<file path="config.mk">
export PLATFORM = sky130hd
export DESIGN_NAME = ysyx_22040931_mem_stage
export DESIGN_NICKNAME = d
export VERILOG_FILES = /design/src/rtl/ysyx_22040931_mem_stage.sv
export SDC_FILE = /design/constraint.sdc
export NUM_CORES = 1
export LEC_CHECK = 0
export ABC_AREA = 1
export CORE_AREA = 2 2 236 238
export CTS_CLUSTER_SIZE = 28
export DETAILED_ROUTE_END_ITERATION = 16
export DIE_AREA = 0 0 238 240
export GPL_ROUTABILITY_DRIVEN = 0
export PLACE_DENSITY = 0.6
export SYNTH_ARGS = -nofsm -noshare
export SYNTH_HDL_FRONTEND = slang
export SYNTH_SLANG_ARGS = --single-unit
export TNS_END_PERCENT = 50
</file>
<file path="constraint.sdc">
create_clock -name clock -period 27.9 [get_ports clock]
set_input_delay 5.58 -clock clock [delete_from_list [all_inputs] [get_ports clock]]
set_output_delay 5.58 -clock clock [all_outputs]
set_load 0.01 [all_outputs]
</file>
<file path="src/rtl/ysyx_22040931_mem_stage.sv">
// MEM stage: takes EX bundles, runs one load/store on a single-outstanding data bus, hands a registered bundle to WB.
// Non-memory ops reach WB one cycle after accept; EX is stalled while an access is in flight or WB is holding off.
module ysyx_22040931_mem_stage #(
  parameter int ADDR_W = 32,
  parameter int DATA_W = 64
) (
  input  logic              clock,
  input  logic              reset,
  input  logic              ex_valid,
  output logic              to_ex_ready,
  input  logic              w_ena_i,
  input  logic [4:0]        w_addr_i,
  input  logic [DATA_W-1:0] w_data_i,
  input  logic              mem_ena_i,
  input  logic              mem_wr_i,
  input  logic [2:0]        memrop_i,
  input  logic [2:0]        memwop_i,
  input  logic [ADDR_W-1:0] mem_addr_i,
  input  logic [DATA_W-1:0] mem_data_i,
  input  logic [63:0]       pc_i,
  input  logic [31:0]       instr_i,
  output logic              dbus_req,
  output logic              dbus_we,
  output logic [ADDR_W-1:0] dbus_addr,
  output logic [DATA_W-1:0] dbus_wdata,
  output logic [DATA_W/8-1:0] dbus_wstrb,
  input  logic              dbus_gnt,
  input  logic              dbus_rvalid,
  input  logic [DATA_W-1:0] dbus_rdata,
  output logic              wb_valid,
  input  logic              wb_ready,
  output logic              w_ena,
  output logic [4:0]        w_addr,
  output logic [DATA_W-1:0] w_data,
  output logic [63:0]       pc_o,
  output logic [31:0]       instr_o
);

  localparam int LANES = DATA_W / 8;
  localparam int OFF_W = $clog2(LANES);

  typedef enum logic [1:0] {IDLE, REQ, WAIT, OUT} state_t;

  state_t             state;
  logic [2:0]         rop;
  logic [OFF_W-1:0]   off;
  logic               is_load;
  logic               accept;
  logic [LANES-1:0]   strb_base;
  logic [DATA_W-1:0]  lane;
  logic [DATA_W-1:0]  load_data;

  assign to_ex_ready = ~reset & ((state == IDLE) | ((state == OUT) & wb_ready));
  assign accept      = ex_valid & to_ex_ready;
  assign wb_valid    = (state == OUT);

  always_comb begin
    strb_base = '0;
    case (memwop_i)
      3'd0:    strb_base = LANES'(1);
      3'd1:    strb_base = LANES'(3);
      3'd2:    strb_base = LANES'(15);
      3'd3:    strb_base = '1;
      default: strb_base = '0;
    endcase
  end

  // Lanes shifted in from above byte 7 are zero, so misaligned loads simply lose the upper bytes.
  always_comb begin
    lane      = dbus_rdata >> {off, 3'b000};
    load_data = '0;
    case (rop)
      3'd0:    load_data = {{(DATA_W-8){lane[7]}},   lane[7:0]};
      3'd1:    load_data = {{(DATA_W-16){lane[15]}}, lane[15:0]};
      3'd2:    load_data = {{(DATA_W-32){lane[31]}}, lane[31:0]};
      3'd3:    load_data = lane;
      3'd4:    load_data = {{(DATA_W-8){1'b0}},  lane[7:0]};
      3'd5:    load_data = {{(DATA_W-16){1'b0}}, lane[15:0]};
      3'd6:    load_data = {{(DATA_W-32){1'b0}}, lane[31:0]};
      default: load_data = '0;
    endcase
  end

  always_ff @(posedge clock or posedge reset) begin
    if (reset) begin
      state      <= IDLE;
      rop        <= '0;
      off        <= '0;
      is_load    <= 1'b0;
      dbus_req   <= 1'b0;
      dbus_we    <= 1'b0;
      dbus_addr  <= '0;
      dbus_wdata <= '0;
      dbus_wstrb <= '0;
      w_ena      <= 1'b0;
      w_addr     <= '0;
      w_data     <= '0;
      pc_o       <= '0;
      instr_o    <= '0;
    end else begin
      case (state)
        REQ: if (dbus_gnt) begin
          dbus_req <= 1'b0;
          state    <= WAIT;
        end
        WAIT: if (dbus_rvalid) begin
          state <= OUT;
          if (is_load) w_data <= load_data;
        end
        OUT: if (wb_ready && !accept) state <= IDLE;
        default: ;
      endcase

      // Accepts only happen in IDLE/OUT, so this never races the REQ/WAIT arms above.
      if (accept) begin
        state    <= mem_ena_i ? REQ : OUT;
        dbus_req <= mem_ena_i;
        w_ena    <= w_ena_i;
        w_addr   <= w_addr_i;
        w_data   <= w_data_i;
        pc_o     <= pc_i;
        instr_o  <= instr_i;
        rop      <= memrop_i;
        off      <= mem_addr_i[OFF_W-1:0];
        is_load  <= mem_ena_i & ~mem_wr_i;
        if (mem_ena_i) begin
          dbus_we    <= mem_wr_i;
          dbus_addr  <= {mem_addr_i[ADDR_W-1:OFF_W], OFF_W'(0)};
          dbus_wdata <= mem_data_i << {mem_addr_i[OFF_W-1:0], 3'b000};
          dbus_wstrb <= mem_wr_i ? (strb_base << mem_addr_i[OFF_W-1:0]) : '0;
        end
      end
    end
  end

endmodule

</file>
# Word-level counts from Yosys, hierarchy flattened
# Cells that the tools add are included.
# W data, S select, Z words.
[totals] output_inout_bits=274 word_cells=70 reg_bits=278
[op_classes] n_eq_ne=15 shift=3 mux=16 n_reduce_logical=15 bitwise=7
[ops] cell="$pmux W64 S7" count=1
[ops] cell="$mux W64" count=4
[ops] cell="$shl A64 B6 Y64" count=1
[ops] cell="$shr A64 B6 Y64" count=1
[ops] cell="$pmux W8 S4" count=1
[ops] cell="$eq A3 B2 Y1 const B" count=4
[ops] cell="$mux W2" count=5
[ops] cell="$reduce_bool A2 Y1" count=5
[ops] cell="$eq A3 B3 Y1 const B" count=3
[ops] cell="$mux W8" count=1
[ops] cell="$shl A8 B3 Y8" count=1
[ops] cell="$eq A3 B1 Y1 const B" count=2
[ops] cell="$logic_not A3 Y1" count=2
[ops] cell="$ne A3 B3 Y1 const B" count=2
[ops] cell="$pmux W2 S3" count=1
[ops] cell="$and A1 B1 Y1" count=4
[ops] cell="$eq A2 B2 Y1 const B" count=2
[ops] cell="$reduce_and A2 Y1" count=2
[ops] cell="$reduce_and A4 Y1" count=1
[ops] cell="$reduce_bool A4 Y1" count=1
[ops] cell="$mux W1" count=3
[ops] cell="$ne A3 B1 Y1 const B" count=1
[ops] cell="$reduce_and A3 Y1" count=1
[ops] cell="$eq A2 B1 Y1 const B" count=1
[ops] cell="5 further kinds" count=6

# Depth between registers and ports, before layout
# Gate-level depths: netlist (run 1).
[logic_depth] ltp_word=10 ltp_mapped=11

# Worst setup path after synthesis (run 1)
# Ideal clock, no wire load.
[synth_timing] path_type="input-to-output" startpoint="input port wb_ready" endpoint="output port to_ex_ready" setup_slack_ns=16.471 n_path_buf=0 required_ns=22.320 arrival_ns=5.849 stages=2 cell_sequence="nand2_1 > a21oi_2"
[synth_via] elab_chain_cells=3
[synth_lines] element="start, declared" line="31" rtl="input logic wb_ready,"
[synth_lines] element="$and A1 B1 Y1" line="53" rtl="assign to_ex_ready = ~reset & ((state == IDLE) | ((state == OUT) & wb_ready));"
[synth_lines] element="$or A1 B1 Y1" line="53"
[synth_lines] element="$and A1 B1 Y1" line="53"
[synth_lines] element="end, declared" line="10" rtl="output logic to_ex_ready,"
# Every way passes these cells.

# Worst setup path after layout (run 1)
# Same ends and word-level chain as after synthesis.

==> qor.txt, run 1 <==
Status - finished clean
Switching power - 907 uW
Worst-case clock buffer depth - 3
Clock power share - 0.210
Synth top area share - 0.458
Port Buffers - 610
Final period util - 0.455
Seq/Total Area, Yosys - 0.458
DRC - 0
Min-Delay Path Class - flop to flop
Leakage - 10.8 nW
Buf/Inv on CP - 2
Global router's overall resource usage - 0.214
Combinational power share - 0.489
Required @ worst endpoint - 22.32 ns
Setup CP Type - primary input to output pin
Worst Reg2Reg Path Length in Cells - 9
Clock buffer count from CTS - 36
Initial Util - 0.278
Core region area - 0.0547 mm^2
CTS tree - done
Rel. slew slack - 0.201
Fin cells - 3307
CP max-delay cell - clkdlybuf4s50_1
Die area - 0.0571 mm^2
Pin count of the biggest net entering global routing - 131
Post-CTS Hold Fix Bufs - 0
Antenna violations before repair - 5
Setup violators final - 0
CP Capture Type - output pin
Via/cell ratio - 4.78
Crit path from - wb_ready
Async SR Flop Fraction - 1.00
Total power - 2.33 mW
Hold Crit Depth - 2
Final-report hold violation count - 0
CP startpoint kind - primary input
Most numerous cell in the Yosys netlist - nand2_1
Final core utilization - 0.414
Period minus WS final - 12.70 ns
Top cells by count, synth - nand2_1, dfrtp_1, nand3_1, o21ai_0, inv_1
Placed insts - 3240
Sequential share of power - 0.302
Area Overhead vs Synth - 49.0%
Netlist cell types - 39
Worst reg2reg path startpoint - state[1]
Vias in the first global route - 15.6k
CP Data Arrival Time - 7.12 ns
Max-cap check violation count - 0
H-tree Lvls - 2
Syn Std Cell Area - 0.0152 mm^2
Syn avg cell area - 7.39 um^2
Sw Share - 0.390
Top delay family on crit path - buffers and inverters
Dpl hpwl - 46.7 mm
#FFs+latches synth - 278
Synth area leaders - dfrtp_1, nand2_1, nand3_1
Clk_lat worst skew - 0.54 ns
Max Clock Freq - 78.7 MHz
Main synth FF type - dfrtp_1
Nets - 2918
Max incr delay on CP - 0.57 ns
Pwr Density - 103 mW/mm^2
Unrepaired setup endpoints after global routing - no
# rows - 86
DR WL met3 - 5.54 mm
Fillers - 5600
Crit path max fanout - 2
Synth warn - 0
Met1 Wirelength - 25.0 mm
Iter 0 DRT Violations - 1119
Vert. Die Dim - 240 um
Skew final - 0.0105 ns
Max Slew Vio Count - 0
Worst Hold Launch - instr_o[26]
Routed Antenna Nets - 0
Synthesized instance count - 2056
Highest metal used - met5
Post-CTS setup buffer count - 0
Peak VDD IR - 0.0533 mV
Setup TNS - 0 ns
Met2 Routed Length - 30.5 mm
Int Pwr - 1.42 mW
CTS root buf - clkbuf_16
Crit path cell chain - clkdlybuf4s50_1 > nand2_1 > a21oi_2 > clkdlybuf4s50_1
Clk sinks - 278
Post-cts sizing count - 0
Synth area leader - dfrtp_1
Number of cells on the critical path - 4
Hold_ws - 0.475 ns
EDFF count, synth - 0
Final wirelength - 63.8 mm
First-pass GRT wire length - 93.7 mm
IO Count - 614
Via count - 15.8k
Worst-margin pin slew - 1.20 ns
Share of cells above drive strength 1 - 0.0462
Routed wire per std cell - 19.3 um
Drt pass-1 iters - 5
Crit path top cell by count - clkdlybuf4s50_1
Grt total ovfl - 0
Die width - 238 um
Clock transition at path regs - 0.06 ns
==> state kept, by name, summed over array words and instances (netlist names) <==
signal / cells
w_ena: 1
pc_o: 64
dbus_addr: 29
is_load: 1
instr_o: 32
w_addr: 5
rop: 3
dbus_wstrb: 8
w_data: 64
dbus_req: 1
off: 3
dbus_we: 1
dbus_wdata: 64
state: 2
==> worst paths after layout <==
check | to | slack [ns]
setup / recovery | to_ex_ready | 15.20
hold / removal | instr_o[26] | 0.48
setup reg to reg | dbus_wdata[14] | 24.05
min in group asynchronous | pc_o[0] | 5.72
max in group asynchronous | w_data[45] | 20.59
hold reg to reg | instr_o[26] | 0.48
==> power by group through the flow <==
| stage | sequential, mW | combinational (mW) | clock [mW] |
|---|---|---|---|
| global placement | 0.700 | 1.13 | 0 |
| CTS | 0.703 | 1.14 | 0.501 |
| floorplan | 0.768 | 0.512 | 0 |
| finish | 0.702 | 1.14 | 0.487 |
| detailed placement | 0.705 | 1.14 | 0 |
| global route | 0.725 | 1.24 | 0.515 |
==> worst reg2reg max path, cell delays in order (launching register included) <==
cell and delay (ns):
dfrtp_1 0.38, ha_1 0.21, nand2_1 0.18, a21oi_2 0.26, nand2_4 0.42, inv_6 0.74, nand2_4 0.35, inv_6 0.51
nand2_4 0.42, o31ai_1 0.30
==> metrics by stage <==
| stage | area [um^2] | worst slack, ns |
|---|---|---|
| final | 22600 | 15.20 |
| after detailed placement | 21400 | 15.19 |
| after floorplan | 15200 | 14.65 |
| after CTS | 22600 | 15.19 |
| after global placement | 21400 | 15.17 |
| after global routing | 22600 | 15.18 |
==> placed cells by master (no fill, tap or decap), drive strengths merged <==
| cell type | n |
|---|---|
| nand3 | 126 |
| clkinv | 6 |
| inv | 102 |
| nor3 | 3 |
| mux2i | 11 |
| buf | 16 |
| ha | 4 |
| clkinvlp | 1 |
| a21oi | 26 |
| dfrtp | 278 |
| a31oi | 6 |
| a22o | 47 |
| nor2 | 29 |
| o21a | 6 |
| or2 | 11 |
| nand2 | 1011 |
| nand4 | 35 |
| o21bai | 2 |
| bufinv | 4 |
| o31ai | 9 |
| clkbuf | 52 |
| o22a | 3 |
| o22ai | 1 |
| o21ai | 159 |
| diode | 3 |
| o211ai | 41 |
| conb | 3 |
| clkdlybuf4s50 | 608 |
==> routing by layer <==
layer | vias to the layer above | global-route usage
met2 | 654 | 0.357
met1 | 7380 | 0.256
met5 | - | 0
met4 | 2 | 0.0930
met3 | 122 | 0.0633
li1 | 7652 | -
==> cells by family after synthesis <==
| family | count (synthesis) | synth area share |
|---|---|---|
| compound gates | 300 | 0.124 |
| fa+ha+maj | 4 | 0.00329 |
| buf+inv | 247 | 0.0846 |
| flops | 278 | 0.458 |
| mux | 11 | 0.00725 |
| other cells | 1 | 0.000247 |
| simple gates | 1215 | 0.323 |
==> area by class of cell <==
cell class / instances / area (um^2) / share of cell area
Inverter: 101 / 399 / 0.0176
Sequential cell: 278 / 6960 / 0.307
Timing Repair Buffer: 624 / 6200 / 0.274
Tap cell: 704 / 881 / 0.0389
Multi-Input combinational cell: 1533 / 6970 / 0.308
Antenna cell: 3 / 7.51 / 0.000332
Clock inverter: 12 / 185 / 0.00818
Clock buffer: 52 / 1040 / 0.0460
Power figures use the tool's default switching activity.
==> run 2: changes to the inputs <==
CORE_AREA = 2 2 239 241   (was 2 2 236 238)
DIE_AREA = 0 0 241 243   (was 0 0 238 240)
PLACE_DENSITY = 0.59   (was 0.6)
clock period = 12.7 ns   (was 27.9 ns; I/O delays follow)
==> qor.txt, run 2 (synthesis results as in run 1) <==
Status - finished clean
Unrepaired setup endpoints after global routing - no
Global router's overall resource usage - 0.218
Leakage - 10.7 nW
Rel. slew slack - 0.123
Top delay family on crit path - buffers and inverters
Crit path top cell by count - clkdlybuf4s50_1
Total power - 5.06 mW
Period minus WS final - 6.61 ns
Worst-case clock buffer depth - 3
Max Slew Vio Count - 0
Skew final - 0.00940 ns
Vias in the first global route - 16.0k
Hold Crit Depth - 2
Biggest regs - dbus_wdata x64, pc_o x64, w_data x64
Peak VDD IR - 0.108 mV
Via count - 15.9k
Iter 0 DRT Violations - 1199
Worst reg2reg path startpoint - off[0]
Reg2Reg Setup Slack - 8.85 ns
Max incr delay on CP - 0.59 ns
Max Clock Freq - 151 MHz
DRC - 0
Setup TNS - 0 ns
Setup CP Type - primary input to output pin
Antenna violations before repair - 11
Clk sinks - 278
Share of cells above drive strength 1 - 0.0470
Min-Delay Path Class - flop to flop
Final-report hold violation count - 0
CP max-delay cell - clkdlybuf4s50_1
Routed wire per std cell - 19.5 um
Fillers - 5810
Hold endpoint - pc_o[17]
Final period util - 0.521
Vert. Die Dim - 243 um
Clk_lat worst skew - 0.54 ns
Die area - 0.0586 mm^2
Setup violators final - 0
Register area - 0.00696 mm^2
Routed Antenna Nets - 0
Pwr Density - 224 mW/mm^2
First-pass GRT wire length - 97.3 mm
Post-CTS Hold Fix Bufs - 0
Buf/Inv on CP - 2
Core region area - 0.0560 mm^2
Most common cell after layout, fill and taps aside - nand2_1
Via/cell ratio - 4.73
Crit path max fanout - 2
Worst Hold Launch - pc_o[17]
Port Buffers - 610
Clock transition at path regs - 0.05 ns
CTS tree - done
CTS root buf - clkbuf_16
Post-cts sizing count - 0
Multi-input gate area - 0.00697 mm^2
R2r endpoint - w_data[16]
Worst Reg2Reg Path Length in Cells - 11
Area Overhead vs Synth - 48.8%
Dpl hpwl - 48.2 mm
Max-cap check violation count - 0
Clock buffer count from CTS - 35
Grt total ovfl - 0
Pin count of the biggest net entering global routing - 157
# rows - 87
Initial Util - 0.272
Post-CTS setup buffer count - 0
Nets - 2916
Die width - 241 um
IO Count - 614
Worst-margin pin slew - 1.31 ns
Crit path cell chain - clkdlybuf4s50_1 > nand2_1 > a21oi_2 > clkdlybuf4s50_1
H-tree Lvls - 2
Final wirelength - 65.4 mm
Commonest cells after routing, fill and taps aside - nand2_1, clkdlybuf4s50_1, dfrtp_1, nand3_1, o21ai_0
CP Data Arrival Time - 4.07 ns
Drt pass-1 iters - 7
Final core utilization - 0.404
CP startpoint kind - primary input
Hold_ws - 0.476 ns
CP Capture Type - output pin
Required @ worst endpoint - 10.16 ns
-- run 2: worst max-delay path by stage --
stage                                to  cells after the start  slack [ns]      from
after floorplan           dbus_addr[10]                      1        2.49     reset
after CTS                   to_ex_ready                      4        6.09  wb_ready
after global placement      to_ex_ready                      4        6.09  wb_ready
final                       to_ex_ready                      4        6.09  wb_ready
after detailed placement    to_ex_ready                      4        6.09  wb_ready
after global routing        to_ex_ready                      4        6.05  wb_ready
-- run 2: report_power, final --
| part | internal (mW) | switching, mW | leakage, nW |
|---|---|---|---|
| clock | 0.576 | 0.408 | 0.556 |
| sequential | 1.29 | 0.286 | 3.52 |
| combinational | 1.18 | 1.33 | 6.65 |
| total | 3.04 | 2.02 | 10.7 |
-- run 2: tightest hold or removal path, cell delays in order (launching register included) --
cell and delay, ns:
dfrtp_1 0.34, nand2_1 0.05, nand2_1 0.05
-- run 2: final cells by class --
class / count / area share
clock inverter: 15 / 0.00559
tap: 756 / 0.0418
inverter: 101 / 0.0176
sequential: 278 / 0.308
timing repair buffer: 623 / 0.274
antenna: 6 / 0.000664
clock buffer: 46 / 0.0441
multi-input combinational: 1533 / 0.308
-- run 2: stage by stage --
stage                     setup slack, ns  cell area, um^2  cells
after detailed placement             6.09            21500   3291
after global placement               6.09            21500   3291
final                                6.09            22600   3358
after CTS                            6.09            22600   3352
after floorplan                      2.49            15200   2058
after global routing                 6.05            22600   3355
-- run 2: routing by layer --
| metal | share of wire | vias to the layer above | global-route usage |
|---|---|---|---|
| met3 | 0.083 | 117 | 0.0628 |
| met5 | 0.00043 | - | 0 |
| li1 | - | 7656 | - |
| met1 | 0.39 | 7457 | 0.261 |
| met4 | 0.043 | 4 | 0.0980 |
| met2 | 0.48 | 638 | 0.359 |
==> run 3: changes to the inputs <==
clock period = 6.4 ns   (was 12.7 ns; I/O delays follow)
==> qor.txt, run 3 (synthesis results as in run 1) <==
Iter 0 DRT Violations - 1297
Routed wire per std cell - 19.6 um
Pin count of the biggest net entering global routing - 116
Crit path max fanout - 91
Via/cell ratio - 4.76
Clk_lat worst skew - 0.54 ns
Rel. slew slack - 0.262
Vert. Die Dim - 243 um
Clk sinks - 278
Worst Hold Launch - pc_o[1]
Max Clock Freq - 216 MHz
Min-Delay Path Class - flop to flop
Pwr Density - 446 mW/mm^2
Post-CTS Hold Fix Bufs - 0
Final wirelength - 65.8 mm
Dpl hpwl - 48.9 mm
DRC - 0
Area Overhead vs Synth - 49.0%
Setup violators final - 0
Nets - 2918
Most common cell after layout, fill and taps aside - nand2_1
Die area - 0.0586 mm^2
Leakage - 10.7 nW
CTS tree - done
Setup CP Type - primary input to flop
Final period util - 0.724
Worst-case clock buffer depth - 3
Biggest regs - dbus_wdata x64, pc_o x64, w_data x64
Initial Util - 0.272
CP startpoint kind - primary input
Fin cells - 3357
Routed Antenna Nets - 0
CP Data Arrival Time - 5.07 ns
Port Buffers - 610
H-tree Lvls - 2
Global router's overall resource usage - 0.218
Final-report hold violation count - 0
IO Count - 614
Post-cts sizing count - 0
First-pass GRT wire length - 97.1 mm
Skew final - 0.0153 ns
Die width - 241 um
Share of cells above drive strength 1 - 0.0458
Clock buffer count from CTS - 35
Grt total ovfl - 0
Max-cap check violation count - 0
Setup TNS - 0 ns
Max Slew Vio Count - 0
Placed insts - 3293
Post-CTS setup buffer count - 0
Vias in the first global route - 15.7k
Peak VDD IR - 0.236 mV
Via count - 16.0k
# rows - 87
Commonest cells after routing, fill and taps aside - nand2_1, clkdlybuf4s50_1, dfrtp_1, nand3_1, o21ai_0
Status - finished clean
CTS root buf - clkbuf_16
Drt pass-1 iters - 6
Clock transition at path regs - 0.06 ns
Antenna violations before repair - 13
Core region area - 0.0560 mm^2
Worst-margin pin slew - 1.11 ns
Worst reg2reg path startpoint - state[1]
Required @ worst endpoint - 6.83 ns
Fillers - 5795
Crit path from - wb_ready
Period minus WS final - 4.63 ns
CP Capture Type - flop
Unrepaired setup endpoints after global routing - no
run 3: worst paths after layout:
path | end | slack [ns] | cells after the start
worst max-delay path | dbus_wdata[14] | 1.77 | 9
worst min-delay path | pc_o[1] | 0.47 | 2
worst max register to register | dbus_wdata[14] | 2.30 | 10
worst min register to register | pc_o[1] | 0.47 | 2
max in group asynchronous | w_data[44] | 4.34 | 3
min in group asynchronous | instr_o[16] | 1.39 | 3
run 3: worst max-delay path: stages:
cell and delay, ns:
clkdlybuf4s50_1 0.45, nand2_1 0.16, a21oi_2 0.26, nand2_4 0.33
inv_6 0.60, nand2_4 0.55, inv_6 0.63, nand2_4 0.35
o31ai_1 0.30
run 3: power breakdown:
part           switching [mW]  internal (mW)
clock                   0.795           1.18
sequential              0.554           2.55
combinational            2.67           2.34
run 3: cell type report:
type	instances	area [um^2]	share of cell area
clock inverters	10	128	0.00563
well taps	756	946	0.0418
inverters	101	395	0.0175
repair buffers	625	6230	0.275
clock buffers	49	1010	0.0445
multi-input cells	1533	6970	0.308
diodes	5	12.5	0.000552
flip-flops and latches	278	6960	0.307
run 3: per-stage QoR:
stage	setup WS [ns]	hold WS [ns]	util	instance area, um^2	power (mW)
finish	1.77	0.475	0.405	22600	10.1
global route	1.41	0.502	0.405	22600	10.8
CTS	1.78	0.480	0.405	22600	10.2
global placement	1.32	0.462	0.384	21500	8.08
floorplan	1.44	0.460	-	15200	5.58
detailed placement	1.21	0.465	0.384	21500	8.14
run 3: per-layer routing:
| layer | global-route usage | wire length, um | up-vias |
|---|---|---|---|
| li1 | - | - | 7656 |
| met1 | 0.264 | 25800 | 7570 |
| met2 | 0.365 | 31900 | 633 |
| met3 | 0.0623 | 5780 | 110 |
| met4 | 0.0784 | 2210 | 10 |
| met5 | 0 | 78 | - |
